<file path="src/rtl/devil_pattern_monitor.sv">
// Passive CD-channel tap: reassembles 4-beat snoop-data lines, compares them with the
// controller's 512-bit pattern and pulses o_trigger (plus match address/count) on a full match.
module devil_pattern_monitor #(
    parameter int C_ACE_DATA_WIDTH = 128,
    parameter int C_ACE_ADDR_WIDTH = 44,
    parameter int DEVIL_STATE_SIZE = 5
) (
    input  logic                          ace_aclk,
    input  logic                          ace_aresetn,
    input  logic                          i_enable,
    input  logic [4*C_ACE_DATA_WIDTH-1:0] i_pattern,
    input  logic                          i_acvalid,
    input  logic                          i_acready,
    input  logic [C_ACE_ADDR_WIDTH-1:0]   i_acaddr,
    input  logic                          i_cdvalid,
    input  logic                          i_cdready,
    input  logic [C_ACE_DATA_WIDTH-1:0]   i_cddata,
    input  logic                          i_cdlast,
    input  logic [DEVIL_STATE_SIZE-1:0]   i_fsm_devil_controller,
    output logic                          o_trigger,
    output logic [C_ACE_ADDR_WIDTH-1:0]   o_match_addr,
    output logic [15:0]                   o_match_count,
    output logic                          o_busy
);

    typedef enum logic [2:0] {
        MON_IDLE,
        MON_BEAT,
        MON_DRAIN,
        MON_FIRE,
        MON_HOLD
    } mon_state_t;

    localparam logic [DEVIL_STATE_SIZE-1:0] CTRL_END_OP = DEVIL_STATE_SIZE'(5);

    mon_state_t                                state;
    logic [1:0]                                beat_cnt;
    logic                                      match_q;
    logic                                      burst_open_q;
    logic [C_ACE_ADDR_WIDTH-1:0]               ac_addr_q;
    logic [C_ACE_ADDR_WIDTH-1:0]               line_addr_q;
    logic [15:0]                               match_cnt_q;
    logic [3:0][C_ACE_DATA_WIDTH-1:0]          pat_beats;
    logic [1:0]                                cur_idx;
    logic                                      ac_xfer;
    logic                                      cd_beat;
    logic                                      beat_hit;
    logic                                      line_hit;

    assign ac_xfer   = i_acvalid & i_acready;
    assign cd_beat   = i_cdvalid & i_cdready;
    assign pat_beats = i_pattern;
    // Leaving MON_BEAT does not clear beat_cnt in the same edge, so IDLE always compares beat 0.
    assign cur_idx   = (state == MON_BEAT) ? beat_cnt : 2'd0;
    assign beat_hit  = (i_cddata == pat_beats[cur_idx]);
    assign line_hit  = match_q & beat_hit;

    assign o_match_count = match_cnt_q;
    assign o_busy        = (state != MON_IDLE);

    always_ff @(posedge ace_aclk) begin
        if (!ace_aresetn) begin
            state        <= MON_IDLE;
            beat_cnt     <= 2'd0;
            match_q      <= 1'b1;
            burst_open_q <= 1'b0;
            ac_addr_q    <= '0;
            line_addr_q  <= '0;
            match_cnt_q  <= '0;
            o_trigger    <= 1'b0;
            o_match_addr <= '0;
        end else begin
            o_trigger <= 1'b0;
            if (ac_xfer) ac_addr_q <= i_acaddr;
            // Tracks burst boundaries in every state so a burst begun while busy is never
            // mistaken for a fresh line once the monitor returns to idle.
            if (cd_beat) burst_open_q <= ~i_cdlast;

            case (state)
                MON_IDLE: begin
                    beat_cnt <= 2'd0;
                    match_q  <= 1'b1;
                    if (cd_beat && i_enable && !burst_open_q) begin
                        line_addr_q <= ac_addr_q;
                        if (i_cdlast) begin
                            state <= MON_IDLE;
                        end else if (!beat_hit) begin
                            state <= MON_DRAIN;
                        end else begin
                            beat_cnt <= 2'd1;
                            state    <= MON_BEAT;
                        end
                    end
                end
                MON_BEAT: begin
                    if (!i_enable) begin
                        state <= MON_IDLE;
                    end else if (cd_beat) begin
                        if (beat_cnt == 2'd0) line_addr_q <= ac_addr_q;
                        match_q  <= line_hit;
                        beat_cnt <= beat_cnt + 2'd1;
                        if (i_cdlast) begin
                            if (beat_cnt == 2'd3 && line_hit) begin
                                state        <= MON_FIRE;
                                o_trigger    <= 1'b1;
                                o_match_addr <= line_addr_q;
                                if (match_cnt_q != 16'hFFFF) match_cnt_q <= match_cnt_q + 16'd1;
                            end else begin
                                state <= MON_IDLE;
                            end
                        end else if (beat_cnt == 2'd3 || !line_hit) begin
                            state <= MON_DRAIN;
                        end
                    end
                end
                MON_DRAIN: begin
                    if (!i_enable || (cd_beat && i_cdlast)) state <= MON_IDLE;
                end
                MON_FIRE: state <= MON_HOLD;
                MON_HOLD: begin
                    if (i_fsm_devil_controller == CTRL_END_OP) state <= MON_IDLE;
                end
                default: state <= MON_IDLE;
            endcase
        end
    end

endmodule

</file>
<file path="config.mk">
export PLATFORM = sky130hd
export DESIGN_NAME = devil_pattern_monitor
export DESIGN_NICKNAME = d
export VERILOG_FILES = /design/src/rtl/devil_pattern_monitor.sv
export SDC_FILE = /design/constraint.sdc
export NUM_CORES = 1
export LEC_CHECK = 0
export ABC_AREA = 0
export CAP_MARGIN = 20
export CORE_AREA = 2 2 294 296
export CTS_CLUSTER_DIAMETER = 30
export DETAILED_ROUTE_END_ITERATION = 6
export DIE_AREA = 0 0 296 298
export GPL_ROUTABILITY_DRIVEN = 0
export PLACE_DENSITY = 0.47
export SYNTH_ARGS = -nofsm -noshare
export SYNTH_HDL_FRONTEND = slang
export SYNTH_SLANG_ARGS = --single-unit
</file>
<file path="constraint.sdc">
create_clock -name ace_aclk -period 7.6 [get_ports ace_aclk]
set_input_delay 0.76 -clock ace_aclk [delete_from_list [all_inputs] [get_ports ace_aclk]]
set_output_delay 0.76 -clock ace_aclk [all_outputs]
set_load 0.01 [all_outputs]
</file>
==> metrics.md <==
| Metric | Value |
|---|---|
| Status | complete, no violations |
| Clk pwr share | 39.5% |
| Hold crit path type | flop to flop |
| Async set-or-reset flop fraction in the synthesized netlist | 0% |
| Post-synth EDFFs | 0 |
| Max-cap violations | 0 |
| Port-buffer cells | roughly 760 |
| DP HPWL | 81400 um |
| Logic pwr share | 25.9% |
| Switching Share | between 20% and 30% |
| P_leak | ~7.8 nW |
| DR WL/cell | 28.8 um |
| Die W | just under 300 um |
| R2R cell count | 14 |
| Post-layout net count | approximately 2900 |
| Post-DRT Antenna Nets | 0 |
| Cell taking the most area after synthesis | dfxtp_1 |
| Largest net degree at the start of global routing | 93 |
| Vias | 14403 |
| Critical Path RT | between 7000 and 8000 ps |
| Critical path peak fanout | 58 |
| Sequential share of the synthesized area | 27.2% |
| Sink Count | 156 |
| Layout cells sized above 1 | between 4 and 5% |
| Synthesized area per cell | between 7 and 8 um2 |
| Cells after Synth | 1505 |
| Worst slew pin tran | ~1100 ps |
| Top Layer Used | met5 |
| Fin crit period | ~5900 ps |
| Worst hold slack | approximately 450 ps |
| Max VDD drop | 155 uV |
| Met3 routed WL | around 9500 um |
| TNS Setup | 0 ps |
| Die ar. | around 90000 um2 |
| Root Buffer | clkbuf_16 |
| DR vias/cell | 4.27 |
| Hold buffers post-CTS | 0 |
| GR Util All Layers | a little over a fifth |
| Synth-to-Final Area Change | 83.6% |
| Main synth FF type | dfxtp_1 |
| Filler Cells Inserted | 9461 |
| Internal | approximately 0.0018 W |
| Sequential Power Share | 34.6% |
| 1st-iter DRT viols | ~980 |
| Final period util | 77.0% |
| Core ar. | approximately 85000 um2 |
| Num CTS Buffers | 17 |
| Crit Path Class | flop to flop |
| Starting Density | a little over an eighth |
| Detailed Route WL | 97200 um |
| #FFs+latches synth | 156 |
| RSZ-0062 raised after global routing | no |
| Clk buf depth | 2 |
| Fin. Hold Viols | 0 |
| Cell Pwr Density | around 110 nW/um2 |
| Hold depth | 2 |
| Htree depth | 4 |
| DRT met1 WL | ~37000 um |
| 1st-pass router iterations | 5 |
| F_max | between 150 and 200 MHz |
| Top post-synthesis cells by area | dfxtp_1, mux2i_1, nand2_1, xnor2_1, a21oi_1 |
| DR WL met2 | around 48000 um |
| Critical Path Source Type | flop |
| Antenna violations before repair | about 110 |
| Crit path capture type | flop |
| Sw power | 0.000597 W |
| Vias in the first global route | about 14000 |
| Mapped cell area | approximately 11000 um2 |
| Clk Latency, worst-skew pair | 430 ps |
| Grt total ovfl | 0 |
| # IOs | approximately 760 |
| Share of the synthesized area in the top cell type | around 27% |
| First-pass GRT wire length | roughly 130000 um |
| # setup viols final | 0 |
| Total nets after synthesis | about 2200 |
| CTS tree | done |
| Rows | 107 |
| Clock transition at the registers of the reported paths | about 60 ps |
| Post-CTS setup buffers | 0 |
| Die H | roughly 300 um |
| Slew Limit Fails | 0 |
| DR DRC count | 0 |
| YS warnings | 0 |
| Arr. time, crit path | just over 6000 ps |
| Post-synth cell types | 54 |
| Slew HR | 28.8% |
| Cts repair resizes | 0 |
| Clock skew | a little over 8 ps |
## through the flow
step | cell area (um2) | total power, W | utilization (%) | instances | worst slack (ps)
floorplan | 11500 | 0.00103 | - | 1505 | 3730
global placement | 20300 | 0.00148 | 24.0 | 3309 | 1510
detailed placement | 20300 | 0.00148 | 24.0 | 3309 | 1480
CTS | 21000 | 0.00245 | 24.7 | 3341 | 1440
global route | 21100 | 0.00252 | 24.8 | 3363 | 1240
finish | 21100 | 0.00242 | 24.8 | 3370 | 1750
## cells in the final DEF (no fill, tap or decap), types with 14 or more instances in the layout
cell,n
clkbuf_16,17
nand3_1,23
o22ai_1,71
diode_2,29
mux2i_1,192
a31oi_1,14
dfxtp_1,154
buf_4,17
nor2_1,109
nand2b_1,57
a21oi_1,125
mux2_2,17
o32ai_1,14
nand4_1,32
nand2_1,253
nor3_1,19
xnor2_1,95
o21ai_0,32
inv_1,18
o221ai_1,35
clkdlybuf4s50_1,758
xor2_1,25
## routing by layer
layer	vias up	GRT usage [%]
met1	6708	23.5
met5	-	0
li1	6766	-
met3	191	7.91
met4	62	8.23
met2	676	35.6
## sequential cells by signal, summed over array words and instances, names as in the netlist
| register | cells |
|---|---|
| beat_cnt | 2 |
| ac_addr_q | 44 |
| burst_open_q | 1 |
| state | 3 |
| o_trigger | 1 |
| o_match_count | 16 |
| line_addr_q | 44 |
| o_match_addr | 44 |
| match_q | 1 |
## power by group through the flow
stage | Combinational (W) | Sequential [W] | Clock (W)
2_1_floorplan | 0.000172 | 0.000854 | 0
3_3_place_gp | 0.000627 | 0.000856 | 0
3_5_place_dp | 0.000624 | 0.000856 | 0
4_1_cts | 0.000629 | 0.000837 | 0.000986
5_1_grt | 0.000664 | 0.000839 | 0.00102
6_report | 0.000627 | 0.000837 | 0.000955
## layout make-up
cell class	instances	area [um2]	area share, %
antenna	29	72.6	0.344
sequential	156	3130	14.9
clock inverter	11	179	0.849
timing repair buffer	780	7820	37.1
clock buffer	21	470	2.23
inverter	19	73.8	0.350
multi-input combinational	1210	7900	37.5
tap	1144	1430	6.79
## synthesized netlist by cell type, types with 3 or more instances
library cell,instances
nand2_1,254
mux2i_1,192
dfxtp_1,156
a21oi_1,125
nor2_1,109
xnor2_1,95
clkbuf_1,75
o22ai_1,71
nand2b_1,57
o221ai_1,35
nand4_1,32
o21ai_0,32
buf_1,30
xor2_1,25
nand3_1,23
inv_1,19
nor3_1,19
mux2_2,17
buf_2,15
a31oi_1,14
o32ai_1,14
nor4_1,13
a211oi_1,8
and3_1,8
o31ai_1,6
or4_1,6
or3_1,5
and2_1,4
nor3b_1,4
or2_2,4
ha_1,3
o211ai_1,3
## logic make-up (layout without fill, tap and decap cells)
family,Yosys count,in the layout,share of synthesized area (%)
compound gates,325,325,17.7
xor+xnor,120,120,9.16
fa+ha+maj,3,3,0.327
buf+inv,139,831,4.71
flops,156,156,27.2
mux,209,209,18.4
other cells,0,29,0
simple gates,553,553,22.4
## path summary, 6_finish.rpt
kind            startpoint                to  slack [ps]
max reg2reg    beat_cnt[0]  o_match_count[3]        1750
min reg2reg  ac_addr_q[29]   line_addr_q[29]         450
min          ac_addr_q[29]   line_addr_q[29]         450
max            beat_cnt[0]  o_match_count[3]        1750
## worst max-delay path: stages, from the launching register on
cell      delay (ps)
dfxtp_4          890
nor4bb_4         660
buf_4            360
buf_4            290
nand2_1           80
a21oi_1          260
nor2_1            90
xnor2_1          170
nor4_1           770
nand4_1          250
nor4_4           500
nand2_4          230
buf_4            440
or4_1            590
a21oi_1          150
No activity file was read; power rests on OpenSTA's default activity.
